===== src/rtl/compl_pkg.sv =====
// Shared types and constants for the complement sequencer.
package compl_pkg;

  typedef enum logic [1:0] {
    PASS        = 2'b00,
    ONES        = 2'b01,
    TWOS        = 2'b10,
    TWOS_SERIAL = 2'b11
  } mode_t;

  typedef enum logic {
    IDLE   = 1'b0,
    SERIAL = 1'b1
  } state_t;

  localparam int MAX_WIDTH = 32;

  // Operand whose two's complement wraps back onto itself: MSB set, rest zero.
  function automatic logic [MAX_WIDTH-1:0] min_neg(input int width);
    return MAX_WIDTH'(1) << (width - 1);
  endfunction

endpackage


===== src/rtl/compl_core.sv =====
// Combinational parallel complement path: (Inp, mode) -> (Out, ovf).
module compl_core
  import compl_pkg::*;
#(
  parameter int WIDTH = 4
) (
  input  logic [WIDTH-1:0] Inp,
  input  mode_t            mode,
  output logic [WIDTH-1:0] Out,
  output logic             ovf
);

  localparam logic [MAX_WIDTH-1:0] MIN_NEG_FULL = min_neg(WIDTH);
  localparam logic [WIDTH-1:0]     MIN_NEG      = MIN_NEG_FULL[WIDTH-1:0];

  logic [WIDTH-1:0] w_twos;

  assign w_twos = ~Inp + WIDTH'(1);

  // The serial encoding maps to the same arithmetic result as the parallel one.
  always_comb begin
    Out = Inp;
    ovf = 1'b0;
    case (mode)
      PASS:              Out = Inp;
      ONES:              Out = ~Inp;
      TWOS, TWOS_SERIAL: begin
        Out = w_twos;
        ovf = (Inp == MIN_NEG);
      end
      default:           Out = Inp;
    endcase
  end

endmodule


===== src/rtl/compl_seq.sv =====
// Handshaked complement unit with registered output and bit-serial two's complement.
//   state  | meaning
//   IDLE   | waiting for an operand; parallel modes load the output register directly
//   SERIAL | one operand bit per cycle, LSB first, until the counter reaches WIDTH-1
module compl_seq
  import compl_pkg::*;
#(
  parameter int WIDTH = 4
) (
  input  logic             clk,
  input  logic             reset,
  input  logic             in_valid,
  output logic             in_ready,
  input  logic [WIDTH-1:0] Inp,
  input  logic [1:0]       mode,
  output logic             out_valid,
  input  logic             out_ready,
  output logic [WIDTH-1:0] Out,
  output logic             ovf,
  output logic             busy
);

  localparam int                   CW           = (WIDTH > 1) ? $clog2(WIDTH) : 1;
  localparam logic [CW-1:0]        CNT_LAST     = CW'(WIDTH - 1);
  localparam logic [MAX_WIDTH-1:0] MIN_NEG_FULL = min_neg(WIDTH);
  localparam logic [WIDTH-1:0]     MIN_NEG      = MIN_NEG_FULL[WIDTH-1:0];

  state_t           r_state;
  logic [CW-1:0]    r_cnt;
  logic [WIDTH-1:0] r_op;
  logic [WIDTH-1:0] r_acc;
  logic             r_seen_one;
  logic [WIDTH-1:0] r_out;
  logic             r_ovf;
  logic             r_out_valid;

  mode_t            w_mode;
  logic             w_in_ready;
  logic             w_accept;
  logic             w_load_par;
  logic [WIDTH-1:0] w_core_out;
  logic             w_core_ovf;
  logic             w_bit_in;
  logic             w_bit_out;
  logic [WIDTH-1:0] w_acc_next;
  logic             w_serial_done;
  logic             w_serial_ovf;

  assign w_mode     = mode_t'(mode);
  assign w_in_ready = (r_state == IDLE) & (~r_out_valid | out_ready) & ~reset;
  assign w_accept   = in_valid & w_in_ready;
  assign w_load_par = w_accept & (w_mode != TWOS_SERIAL);

  compl_core #(
    .WIDTH (WIDTH)
  ) u_core (
    .Inp  (Inp),
    .mode (w_mode),
    .Out  (w_core_out),
    .ovf  (w_core_ovf)
  );

  // Serial two's complement: copy bits up to and including the first one, invert the rest.
  assign w_bit_in      = r_op[r_cnt];
  assign w_bit_out     = r_seen_one ? ~w_bit_in : w_bit_in;
  assign w_serial_done = (r_state == SERIAL) & (r_cnt == CNT_LAST);
  assign w_serial_ovf  = (r_op == MIN_NEG);

  always_comb begin
    w_acc_next        = r_acc;
    w_acc_next[r_cnt] = w_bit_out;
  end

  always_ff @(posedge clk) begin
    if (reset) begin
      r_state     <= IDLE;
      r_cnt       <= '0;
      r_op        <= '0;
      r_acc       <= '0;
      r_seen_one  <= 1'b0;
      r_out       <= '0;
      r_ovf       <= 1'b0;
      r_out_valid <= 1'b0;
    end else begin
      case (r_state)
        IDLE: begin
          if (w_accept && (w_mode == TWOS_SERIAL)) begin
            r_op       <= Inp;
            r_acc      <= '0;
            r_cnt      <= '0;
            r_seen_one <= 1'b0;
            r_state    <= SERIAL;
          end
        end
        SERIAL: begin
          r_acc      <= w_acc_next;
          r_seen_one <= r_seen_one | w_bit_in;
          r_cnt      <= r_cnt + CW'(1);
          if (w_serial_done) begin
            r_cnt   <= '0;
            r_state <= IDLE;
          end
        end
        default: r_state <= IDLE;
      endcase

      // Serial accepts need a free or draining output register, so the two loads never collide.
      if (w_load_par) begin
        r_out       <= w_core_out;
        r_ovf       <= w_core_ovf;
        r_out_valid <= 1'b1;
      end else if (w_serial_done) begin
        r_out       <= w_acc_next;
        r_ovf       <= w_serial_ovf;
        r_out_valid <= 1'b1;
      end else if (r_out_valid && out_ready) begin
        r_out_valid <= 1'b0;
      end
    end
  end

  assign in_ready  = w_in_ready;
  assign out_valid = r_out_valid;
  assign Out       = r_out;
  assign ovf       = r_ovf;
  assign busy      = (r_state == SERIAL);

endmodule


===== config.mk =====
export PLATFORM = sky130hd
export DESIGN_NAME = compl_seq
export DESIGN_NICKNAME = d
export VERILOG_FILES = /design/src/rtl/compl_pkg.sv /design/src/rtl/compl_core.sv /design/src/rtl/compl_seq.sv
export SDC_FILE = /design/constraint.sdc
export NUM_CORES = 1
export LEC_CHECK = 0
export CORE_UTILIZATION = 34
export CTS_BUF_LIST = sky130_fd_sc_hd__clkbuf_4 sky130_fd_sc_hd__clkbuf_8
export DETAILED_ROUTE_END_ITERATION = 12
export PLACE_DENSITY = 0.65
export SETUP_SLACK_MARGIN = 0.05
export SYNTH_ARGS = -nofsm -noshare
export SYNTH_HDL_FRONTEND = slang
export SYNTH_SLANG_ARGS = --single-unit

===== constraint.sdc =====
create_clock -name clk -period 3.5 [get_ports clk]
set_clock_uncertainty 0.2 [all_clocks]
set_input_delay 0.875 -clock clk [delete_from_list [all_inputs] [get_ports clk]]
set_output_delay 0.875 -clock clk [all_outputs]
set_load 0.05 [all_outputs]

* After elaboration in Yosys (flattened, before gate mapping)
Cells that the tools add are included.
Storage, ports and cells: register bits 18, input bits 10
Cells by class: $lt $le $gt $ge 2, eq/ne operators 8, add/sub/neg operators 2, muxes and demuxes 25, reductions and logical operators 8, bitwise operators 12
Operators with widths (number):
- $mux W1 | 12
- $mux W4 | 3
- $pmux W4 S3 | 1
- $eq A4 B4 Y1 const B | 2
- $pmux W4 S2 | 1
- $eq A2 B2 Y1 const B | 3
- $and A1 B1 Y1 | 5
- $add A4 B1 Y4 const B | 1
- $bwmux W4 | 1
- $mux W2 | 2
- $not A1 Y1 | 4
- $not A4 Y4 | 1
- $pmux W1 S2 | 2
- $pmux W2 S2 | 1
- $logic_and A1 B1 Y1 | 3
- $lt A2 B3 Y1 const B | 1
- $reduce_bool A3 Y1 | 1
- $add A2 B1 Y2 const B | 1
- $bmux W1 S2 | 1
- $demux W1 S2 | 1
- $eq A2 B1 Y1 const B | 1
- $ge A2 B1 Y1 const B | 1
- $logic_not A2 Y1 | 1
- $ne A2 B1 Y1 const B | 1
- other kinds (5) | 6

* Logic depth before layout (Yosys ltp)
word-level depth 8, gate-level depth with buffers 7

* Cells and area by module
From an unflattened synthesis, not the netlist that was laid out.
Second synthesis, totals: cells, all modules 117, area total of the unflattened synthesis 1033.5 um^2
Modules (own cells, without submodules):
- compl_seq | sequential area each 340.3 um^2, area each 922.1 um^2, cells each 101, times used 1
- compl_core | sequential area each 0.0 um^2, area each 111.4 um^2, cells each 16, times used 1

* Least setup slack after synthesis
No wires, ideal clock.
kind input to output, start in out_ready, end out in_ready, required time 2.425 ns, stages on the path 2, setup slack 0.925 ns, data arrival time 1.500 ns, path through nand2b_1 > and2_1
On the way: word-level cells in the longest chain between the ends 3
RTL lines:
- from (decl) | RTL line compl_seq.sv:17 | input logic out_ready,
- $or A1 B1 Y1 | RTL line compl_seq.sv:50 | assign w_in_ready = (r_state == IDLE) & (~r_out_valid | out_ready) & ~reset;
- $and A1 B1 Y1 (2 in series) | RTL line compl_seq.sv:50
- to (decl) | RTL line compl_seq.sv:13 | output logic in_ready,
Every way passes these cells.

* Final worst setup path
Ends and elaborated chain as after synthesis.

==> out/qor.csv <==
metric,value,unit
port bufs,17,
Synth Flop Type,dfxtp_1,
leakage,0.0004741,µW
vias per cell,5.300,
Area contributors post-synth,"dfxtp_1, ha_1, mux2i_1",
Register Area,340.3,µm²
startpoint types,input port,
power share of the combinational group,0.219,
"Cell Area, Synth",982.2,µm²
Switching Share,0.2927,
area grow syn2layout,24.33,%
DR pass1 iterations,4,
initial antenna violation count,0,
postcts setup bufs,0,
Starting Density,0.3562,
worst skew pair latency,0.29,ns
Die Height,55.75,µm
share of cells above drive strength 1,0.1085,
sequential share of power,0.514,
num rows,19,
area share of the largest cell type after synthesis,0.3465,
final worst-path cycle share,0.8485,
area of the multi-input gates,589.3,µm²
drt wl/cell,12.84,µm
H-tree depth,1,
Total Wirelength,2.055,mm
VDD IR max,0.0002168,V
min-delay worst type,reg -> reg,
Synth Register Bits,17,
DP HPWL,1.613,mm
RSZ-0062 raised after global routing,false,
"FFs w/ async S/R, synth",0,
Yosys Warn Count,0,
Sink Count,17,
grt ovf,0,
critical path capture point type,primary output,
Worst R2R Path Depth,7,
Synth area leader,dfxtp_1,
number of CTS-inserted buffers,3,
CTS resizes,0,
Clk pwr share,0.268,
CP required,2.42,ns
hold path cells,2,
minimum clock period,2.970,ns
Fin Hold WS,0.2947,ns
CTS Root Cell,clkbuf_4,
accumulated negative setup slack,0,ns
Rel. slew slack,0.6632,
DR vias,848,
Diodes inserted,0,
critical path cell sequence,clkdlybuf4s50_1 > nand2b_1 > and2_1 > buf_12,
CORE AREA,0.002758,mm²
actual slew at the worst max-slew pin,0.5036,ns
largest net degree at the start of global routing,20,
syn nets,128,
Filler Cell Count,280,
Hold Fails Final Rpt,0,
number of global-route vias before repair,811,
CP peak stage delay,0.44,ns
CTS clock-pin slew for the worst setup and hold paths,0.11,ns
P_int,279.2,µW
final estimated routing congestion in global placement,0.7431,
number of max-cap violations,0,
CTS tree,built,
DR iter-0 viols,15,
DRC,0,
Die Area,0.003108,mm²
pwr dens,323.2,mW/mm²
Post-synth EDFFs,0,
"reg-to-reg slack, setup",1.29,ns
Hold Buf Count CTS,0,
Cell variety after synth,36,
Finish-stage setup viols,0,
"Max FO, Critical Path",5,
max-slew violation count,0,
overall routing resource usage,0.1386,
"Avg Cell Area, Syn",8.770,µm²
Max clock buf depth,2,
critical path class,in -> out,
io pins,18,
NetSw,115.5,µW
Final ANT Viol Nets,0,
Die X,55.75,µm
post-synthesis sequential area ratio,0.3465,
final net count,146,
arrival time at the worst endpoint,1.89,ns
outcome,finished clean,
fmax,0.3367,GHz
Syn Inst Count,112,
critical path's slowest cell,clkdlybuf4s50_1,
first-pass GRT wire length,3.408,mm
synth_stat cells (2+ instances only):
cell / count
nand3b_1: 3
nand3_1: 2
nand2b_1: 4
mux2_2: 3
and2_1: 2
buf_2: 3
nor2_1: 9
clkbuf_1: 4
ha_1: 6
nor2b_1: 2
inv_1: 6
o211ai_1: 2
a31oi_1: 2
mux2i_1: 6
a21oi_1: 7
nand4b_1: 2
dfxtp_1: 17
a22oi_1: 2
xnor2_1: 3
nand2_1: 11
power by group through the flow:
stage	Combinational [µW]	Clock (µW)	Sequential, µW
2_1_floorplan	37.9	0	222
6_report	86.2	106	203
5_1_grt	92.6	117	204
4_1_cts	87.1	108	203
3_3_place_gp	85.8	0	207
3_5_place_dp	86.8	0	207
final timing paths:
| kind | start | to |
|---|---|---|
| hold / removal | r_acc[1]$_SDFFE_PP0P_ | r_acc[1]$_SDFFE_PP0P_ |
| setup / recovery | out_ready | in_ready |
| hold reg to reg | r_acc[1]$_SDFFE_PP0P_ | r_acc[1]$_SDFFE_PP0P_ |
| setup reg to reg | r_cnt[0]$_SDFFE_PP0P_ | Out[0]$_SDFFE_PP0P_ |
state kept, by name (all words and copies together), names as in the netlist:
signal,count
Out,4
r_op,4
r_acc,3
r_cnt,2
busy,1
out_valid,1
ovf,1
r_seen_one,1
cells in the final DEF, fill, tap and decap left out, drive strengths merged:
master          n
o211ai          2
mux4            1
o21ai           2
clkinv          1
nand4           1
ha              6
and3            1
mux2i           6
a21o            1
o21a            1
nand3b          3
o31ai           1
inv             6
o32ai           1
nor2           10
nor2b           2
or4b            1
nor3            1
nand3           2
nand4b          2
clkdlybuf4s50  16
a22oi           2
mux2            3
o211a           1
buf             4
xnor2           3
a21oi           7
nor3b           1
clkbuf          3
dfxtp          17
and2            2
nor4b           1
nand2          11
a31oi           3
nand2b          4
final cells by class:
cell class | instances | area share
Multi-Input combinational cell | 82 | 0.4826
Sequential cell | 17 | 0.2787
Timing Repair Buffer | 20 | 0.1660
Tap cell | 31 | 0.03176
Clock buffer | 3 | 0.01844
Inverter | 6 | 0.01844
Clock inverter | 1 | 0.004098
worst max-delay path, delay by kind of cell:
kind | cells | cell delay [ns]
and+or+nand+nor | 2 | 0.42
buffers and inverters | 2 | 0.60
cell families after synthesis:
| group | Yosys count | share of synthesized area |
|---|---|---|
| simple gates | 42 | 0.2344 |
| buf+inv | 13 | 0.05349 |
| mux | 10 | 0.1185 |
| compound gates | 21 | 0.1439 |
| flops | 17 | 0.3465 |
| xor+xnor | 3 | 0.02676 |
| fa+ha+maj | 6 | 0.07643 |
metrics by stage:
stage,cell area (µm²),total power [µW],instances,setup WS (ns),utilization
finish,1221,394.7,160,0.5303,0.4428
global route,1221,413.6,160,0.4911,0.4428
CTS,1221,398.0,160,0.5165,0.4428
detailed placement,1194,294.1,156,0.5294,0.4328
global placement,1194,292.7,156,0.5597,0.4328
floorplan,982.2,259.7,112,0.9253,-
layer usage:
layer	GRT usage	vias up	share of wire
met5	0	-	0
met4	0.05357	0	0.0068
met3	0.02093	2	0.031
met2	0.2599	19	0.52
met1	0.1557	398	0.44
li1	-	429	-
Note: power is estimated with default switching activity, not from simulation.
